[src/rtl/grid_scan_reader.sv]
// grid_scan_reader: display-side reader of the playfield buffer.
// Snapshots the flattened grid at frame start, then maps each pixel
// coordinate to a cell colour, in-grid flag and border flag with a fixed
// two-cycle latency (one pixel per cycle, no stalls).
// Optional macro GRID_LINES_EN: paint empty in-grid pixels on a cell's
// first row/column with LINE_COLOR.
module grid_scan_reader #(
    parameter int COLS       = 10,
    parameter int ROWS       = 20,
    parameter int CELL_BITS  = 3,
    parameter int CELL_SHIFT = 4,
    parameter int ORIGIN_X   = 240,
    parameter int ORIGIN_Y   = 80,
    parameter int BORDER_PX  = 4,
    parameter int LINE_COLOR = 7
) (
    input  logic                           clock,
    input  logic                           reset,
    input  logic [COLS*ROWS*CELL_BITS-1:0] grid_data,
    input  logic                           frame_start,
    input  logic                           pix_valid,
    input  logic [9:0]                     pix_x,
    input  logic [9:0]                     pix_y,
    output logic                           cell_valid,
    output logic [CELL_BITS-1:0]           cell_color,
    output logic                           in_grid,
    output logic                           border,
    output logic [7:0]                     frames
);
    localparam int STAGES = 2;
    localparam int NCELLS = COLS * ROWS;
    localparam int IDX_W  = $clog2(NCELLS);
    localparam int COL_W  = $clog2(COLS);
    localparam int ROW_W  = $clog2(ROWS);

    // 11-bit signed bounds so coordinates left/above the origin go negative
    // instead of wrapping into the grid.
    localparam logic signed [10:0] OX  = 11'(ORIGIN_X);
    localparam logic signed [10:0] OY  = 11'(ORIGIN_Y);
    localparam logic signed [10:0] GW  = 11'(COLS << CELL_SHIFT);
    localparam logic signed [10:0] GH  = 11'(ROWS << CELL_SHIFT);
    localparam logic signed [10:0] BLO = -11'(BORDER_PX);
    localparam logic signed [10:0] BWX = 11'((COLS << CELL_SHIFT) + BORDER_PX);
    localparam logic signed [10:0] BWY = 11'((ROWS << CELL_SHIFT) + BORDER_PX);

    typedef struct packed {
        logic             in_grid;
        logic             border;
        logic [IDX_W-1:0] idx;
`ifdef GRID_LINES_EN
        logic [CELL_SHIFT-1:0] offx;
        logic [CELL_SHIFT-1:0] offy;
`endif
    } s1_t;

    logic [NCELLS*CELL_BITS-1:0] snap;
    logic [STAGES:1]             vld_pipe;
    s1_t                         s1_q, s1_d;
    logic signed [10:0]          rx, ry;
    logic                        ig_c, bd_c;
    logic [COL_W-1:0]            col_c;
    logic [ROW_W-1:0]            row_c;
    logic [CELL_BITS-1:0]        cell_raw, color_d;

    assign rx    = $signed({1'b0, pix_x}) - OX;
    assign ry    = $signed({1'b0, pix_y}) - OY;
    assign col_c = rx[CELL_SHIFT +: COL_W];
    assign row_c = ry[CELL_SHIFT +: ROW_W];

    // Stage 1 decode: region flags and constant-multiply cell index.
    always_comb begin
        ig_c = (rx >= 11'sd0) && (rx < GW) && (ry >= 11'sd0) && (ry < GH);
        bd_c = !ig_c && (rx >= BLO) && (rx < BWX) && (ry >= BLO) && (ry < BWY);
        s1_d = '0;
        if (pix_valid) begin
            s1_d.in_grid = ig_c;
            s1_d.border  = bd_c;
            if (ig_c)
                s1_d.idx = IDX_W'(row_c * COLS) + IDX_W'(col_c);
`ifdef GRID_LINES_EN
            s1_d.offx = rx[CELL_SHIFT-1:0];
            s1_d.offy = ry[CELL_SHIFT-1:0];
`endif
        end
    end

    assign cell_raw = snap[s1_q.idx * CELL_BITS +: CELL_BITS];

    // Stage 2 colour select from the frame snapshot.
    always_comb begin
        color_d = '0;
        if (s1_q.in_grid) begin
            color_d = cell_raw;
`ifdef GRID_LINES_EN
            if (cell_raw == '0 && (s1_q.offx == '0 || s1_q.offy == '0))
                color_d = CELL_BITS'(LINE_COLOR);
`endif
        end
    end

    // Snapshot and frame counter update on the vblank pulse.
    always_ff @(posedge clock) begin
        if (!reset) begin
            snap   <= '0;
            frames <= '0;
        end else if (frame_start) begin
            snap   <= grid_data;
            frames <= frames + 8'd1;
        end
    end

    // Two-stage pixel pipeline; invalid slots carry all-zero payload.
    always_ff @(posedge clock) begin
        if (!reset) begin
            vld_pipe   <= '0;
            s1_q       <= '0;
            cell_color <= '0;
            in_grid    <= 1'b0;
            border     <= 1'b0;
        end else begin
            vld_pipe   <= {vld_pipe[STAGES-1:1], pix_valid};
            s1_q       <= s1_d;
            cell_color <= color_d;
            in_grid    <= s1_q.in_grid;
            border     <= s1_q.border;
        end
    end

    assign cell_valid = vld_pipe[STAGES];
endmodule

[config.mk]
export PLATFORM = sky130hd
export DESIGN_NAME = grid_scan_reader
export DESIGN_NICKNAME = d
export VERILOG_FILES = /design/src/rtl/grid_scan_reader.sv
export SDC_FILE = /design/constraint.sdc
export NUM_CORES = 1
export LEC_CHECK = 0
export BUFFER_PORTS_ARGS = -buffer_cell sky130_fd_sc_hd__buf_2
export CELL_PAD_IN_SITES_DETAIL_PLACEMENT = 1
export CELL_PAD_IN_SITES_GLOBAL_PLACEMENT = 1
export CORE_ASPECT_RATIO = 1.1
export CORE_MARGIN = 5
export CORE_UTILIZATION = 43
export DETAILED_ROUTE_END_ITERATION = 16
export GPL_TIMING_DRIVEN = 0
export PLACE_DENSITY = 0.77
export RECOVER_POWER = 100
export SETUP_SLACK_MARGIN = 0.3
export SLEW_MARGIN = 20
export SYNTH_ARGS = -nofsm -noshare
export SYNTH_HDL_FRONTEND = slang
export SYNTH_SLANG_ARGS = --single-unit
[constraint.sdc]
create_clock -name clock -period 3.7 [get_ports clock]
set_input_delay 0.37 -clock clock [delete_from_list [all_inputs] [get_ports clock]]
set_output_delay 0.37 -clock clock [all_outputs]
set_load 0.1 [all_outputs]
# Yosys cells after proc, flatten, opt, wreduce, memory -nomap -nowiden

Index checks and enable logic that the tools add are counted.

Register bits after elaboration: 625
Memories: 0
ROM bits: 0
Word-level logic and storage cells: 35
RAM bits: 0
Input bits: 624
Output and inout bits: 14
Bits in latches: 0

Div/mod/pow operators: 0
Bitwise gates (word level): 0
Muxes and demuxes: 0
Shift operators: 1
Reduce and logical (&&, ||, !) cells: 11
Multipliers: 2
Magnitude comparators: 8
Equality and inequality tests: 0
Add/sub/neg operators: 4

Operator list:

| cell                  | number |
|---|---|
| $shiftx 600x11->3     | 1 |
| $ge 11x1->1 const B   | 2 |
| $ge 11x3->1 const B   | 2 |
| $lt 11x10->1 const B  | 2 |
| $lt 11x9->1 const B   | 2 |
| $sub 10x7->11 const B | 1 |
| $sub 10x8->11 const B | 1 |
| $mul 8x2->10 const B  | 1 |
| $add 8x1->8 const B   | 1 |
| $add 8x4->8           | 1 |
| $logic_and 1x1->1     | 7 |
| $mul 5x3->7 const B   | 1 |
| $reduce_and 2->1      | 2 |
| $reduce_and 3->1      | 1 |
| $logic_not 1->1       | 1 |

# Depth between registers and ports, before layout

Depth after elaboration: 10
Gate-level depth with buffers: 15
Mapped depth without buffers: 15

# Least setup slack after synthesis

Ideal clock, no wire load.

Path kind: input to register
Start: input port pix_y[4]
End: register s1_q[7] (netlist bit)
Path buffers: 0
Data required time: 3580 ps
Library setup time: 120 ps
Arrival: 2811 ps
Slack: 769 ps
Stages on the path: 15
Cell sequence: inv_1 ha_1 and2b_1 nor2_1 xor2_1 ha_1 inv_1 fa_1 nor2b_1 o21ai_0 nor3_1 a21oi_1 o211ai_1 xnor2_1 nor2_1

Cells in the longest elaborated chain, start to end: 5
Elaborated cells between the ends (all ways): 8
Those cells by class: add/sub (2); mul (1); order compare (2); reduce/logical (3)

Ends and longest elaborated chain:

| what                                                | RTL line | source |
|---|---|---|
| start, declared                                     | 23       | `input logic [9:0] pix_y,` |
| $sub 10x7->11 (*)                                   | 66       | `assign ry = $signed({1'b0, pix_y}) - OY;` |
| branches (longest 4 deep; another with $add 8x4->8) | --       |  |
| end signal, assigned                                | 116      | `s1_q <= '0;` |
| end signal, assigned                                | 122      | `s1_q <= s1_d;` |
| end, declared                                       | 58       | `s1_t s1_q, s1_d;` |

Every way passes the cells marked *.
A chain may end at the register's enable or synchronous reset.

# Worst setup path in the final report

Start: register s1_q[2] (netlist bit)
End: register cell_color[0]

Cells in the longest elaborated chain, start to end: 2

Ends and longest elaborated chain:

| what                 | RTL line | source |
|---|---|---|
| $mul 8x2->10         | 87       | `assign cell_raw = snap[s1_q.idx * CELL_BITS +: CELL_BITS];` |
| $shiftx 600x11->3    | 87       |  |
| end signal, assigned | 123      | `cell_color <= color_d;` |
| end, declared        | 25       | `output logic [CELL_BITS-1:0] cell_color,` |

Every way passes these cells.

==> flow_metrics.tcl <==
set metrics [dict create \
    synthCells 2530 \
    via_per_inst 5.50 \
    clkLatencyLatePin_ns 0.62 \
    clk_pin_slew_ns 0.06 \
    vias 23300 \
    synth_seq_area_share_pct 43.1 \
    synthMuxAreaShare_pct 33.7 \
    hp-class "primary input to register" \
    synth.distinct_cells 67 \
    final_antenna_net_count 0 \
    min_period_over_period_pct 92.9 \
    fin_hold_ws_ns 0.0184 \
    area_growth_pct 24.0 \
    fp.dieH_um 282 \
    crit_path_end_kind "register" \
    rows 100 \
    maxCapViolCount 1 \
    synth_top_family_by_area "multiplexers" \
    violations "capacitance limit, slew limit" \
    final_common_cell "mux2i_1" \
    placed_cells 4031 \
    synth_nets 3170 \
    power.density_mw_per_mm2 459 \
    drtPass1Iterations 5 \
    reg2reg_slack_ns 0.26 \
    place_congestion 0.895 \
    reg2regPathDepth 8 \
    critPathLaunch "s1_q[2]" \
    synthAdderAreaFrac_pct 0.742 \
    dpl_cell_area_mm2 0.0333 \
    core-area_mm2 0.0673 \
    final_nets 3896 \
    die_area_mm2 0.0728 \
    clock_sinks 625 \
    wl_met1_um 46300 \
    post_drt_wl_per_cell_um 28.7 \
    drc 0 \
    drv_slew 10 \
    synth-compound-area-share_pct 2.79 \
    wl_um 122000 \
    grt_pass1_vias 25600 \
    cts_buffer_depth 3 \
    layout_min_cycle_time_ns 3.44 \
    finalSetupViolCount 0 \
    met3_length_um 8220 \
    avgSynthCellArea_um2 11.5 \
    rsz0062_at_grt "false" \
    final_area_mm2 0.0360 \
    status "complete, but fails checks" \
    async_flop_share_pct 0 \
    grt_usage_pct 31.9 \
    cts_max_level 3 \
    crit_fanout 10 \
    max_slew_margin_pct -4.89 \
    dp_hpwl_um 93400 \
    worst_slew_pin_slew_ns 1.57 \
    wl_met2_um 61500 \
    antenna_found_initial 80 \
    synthFlopType "dfxtp_1" \
    ir_drop_v 0.000335 \
    cts_tree "yes" \
    grt_max_degree 14 \
    cts_root_buf "clkbuf_16" \
    drt_iter0_drc 1282 \
    pin_count 638 \
    fmax_mhz 291 \
    synth-seq-cells 625 \
    drive_above_1_share_pct 28.0 \
    synth_area_mm2 0.0290 \
    r2r-end "cell_color[0]" \
    skew_ns 0.0300 \
    synth_xor_xnor_area_share_pct 0.453 \
    grt_pass1_wl_um 171000 \
    start_kind "register" \
    grt-ovfl-total 0 \
    yosys.area_share.simple_pct 15.5 \
    die_x_um 258 \
    numCtsBuffers 69 \
    worstSetupPathType "register to register" \
    worst_ep_arrival_time_ns 3.93 \
    synth_edf_count 0 \
    tns_ns 0 \
    stdcell_count 4234 \
    synth_warnings 0 \
    top_layer "met5" \
    finalHoldViolations 0 \
    rr_startpoint "s1_q[2]" \
    start_util_pct 43.1 \
    portBuffers 634 \
    required_ns 4.19 \
    cp-endpoint "cell_color[0]" \
    fin_util_pct 53.4 \
    leakagePower_nw 15.6 \
    layout_common_cells "mux2i_1, buf_2, dfxtp_1, nor2b_1, clkbuf_1" \
]
worst min-delay path by stage:
stage,startpoint,endpoint,slack (ns),cells after the start
detailed placement,vld_pipe[1],vld_pipe[2],0.44,1
CTS,grid_data[136],snap[136],0.0001,3
global placement,vld_pipe[1],vld_pipe[2],0.42,1
finish,grid_data[566],snap[566],0.02,3
floorplan,s1_q[8],border,0.41,1
global route,grid_data[522],snap[522],0.02,3
cell families (layout without fill, tap and decap cells):
kind of cell	Yosys count	count (layout)
AOI/OAI and AO/OA	119	119
adders and majority gates	16	16
and+or+nand+nor	745	745
buffers and inverters	209	987
xor gates and xnor gates	15	15
DFF	625	625
other	0	59
muxes	801	801
state kept, by name, indices dropped and copies added, names as in the netlist:
name,flops
border,1
cell_color,3
frames,8
in_grid,1
s1_q,10
snap,600
vld_pipe,2
through the flow:
stage / setup WS, ns / power (W)
6_report: 0.261 / 0.0165
5_1_grt: 0.195 / 0.0170
4_1_cts: 0.275 / 0.0166
3_5_place_dp: -0.0856 / 0.00944
3_3_place_gp: -0.246 / 0.00933
2_1_floorplan: 0.769 / 0.00859
routing by layer:
| metal | global-route usage, % | vias up |
|---|---|---|
| li1 | - | 10400 |
| met1 | 36.8 | 11700 |
| met2 | 56.9 | 820 |
| met3 | 7.98 | 281 |
| met4 | 13.0 | 44 |
| met5 | 0 | - |
critical path: stages (launching register included):
cell and delay [ns]:
dfxtp_1 0.36, clkbuf_2 0.30, inv_1 0.27, clkbuf_2 0.43
clkbuf_1 0.75, o21bai_1 0.36, a211o_1 0.38, a31oi_1 0.36
nor3_1 0.10
cells in the mapped netlist (all sizes together) (3+ instances only):
master / instances / area, µm²
a211o: 3 / 26.3
a31oi: 6 / 37.5
nor3: 13 / 70.1
mux2i: 659 / 6600
mux2: 3 / 33.8
a211oi: 6 / 45.0
o21ai: 25 / 125
dfxtp: 625 / 12500
buf: 100 / 648
o21a: 4 / 30.0
xor2: 5 / 43.8
or3: 4 / 25.0
o31ai: 4 / 30.0
a22oi: 9 / 67.6
nor2b: 608 / 3800
nor2: 22 / 82.6
mux4: 139 / 3160
o22ai: 11 / 68.8
nand2: 40 / 150
nand3: 14 / 70.1
nand4: 6 / 37.5
inv: 18 / 67.6
clkbuf: 91 / 345
a21oi: 20 / 104
and2: 9 / 56.3
and3: 3 / 18.8
ha: 14 / 175
nand2b: 8 / 50.1
o211ai: 6 / 45.0
a221oi: 6 / 65.1
or2: 4 / 25.0
xnor2: 10 / 87.6
a311oi: 5 / 43.8
cell type report:
class | instances | area [µm²]
repair buffers | 655 | 3360
clock buffers | 98 | 2030
multi-input cells | 1696 | 15500
plain buffers | 191 | 1030
inverters | 18 | 67.6
clock inverters | 25 | 287
diodes | 59 | 148
well taps | 867 | 1080
fillers | 7383 | 31300
flip-flops and latches | 625 | 12500
what timing repair did:
action | 4_1_cts | 5_1_grt
setup endpoints to repair | 3 | 1
buffers inserted | 0 | 0
hold buffers | 20 | 0
resized for setup | 15 | 2
endpoints found under the hold margin | 20 | 0
report_power, final:
part	internal, W	switching, W
logic	0.000998	0.00101
registers	0.00713	0.000224
clock network	0.00418	0.00296
No activity file was read; power rests on OpenSTA's default activity.
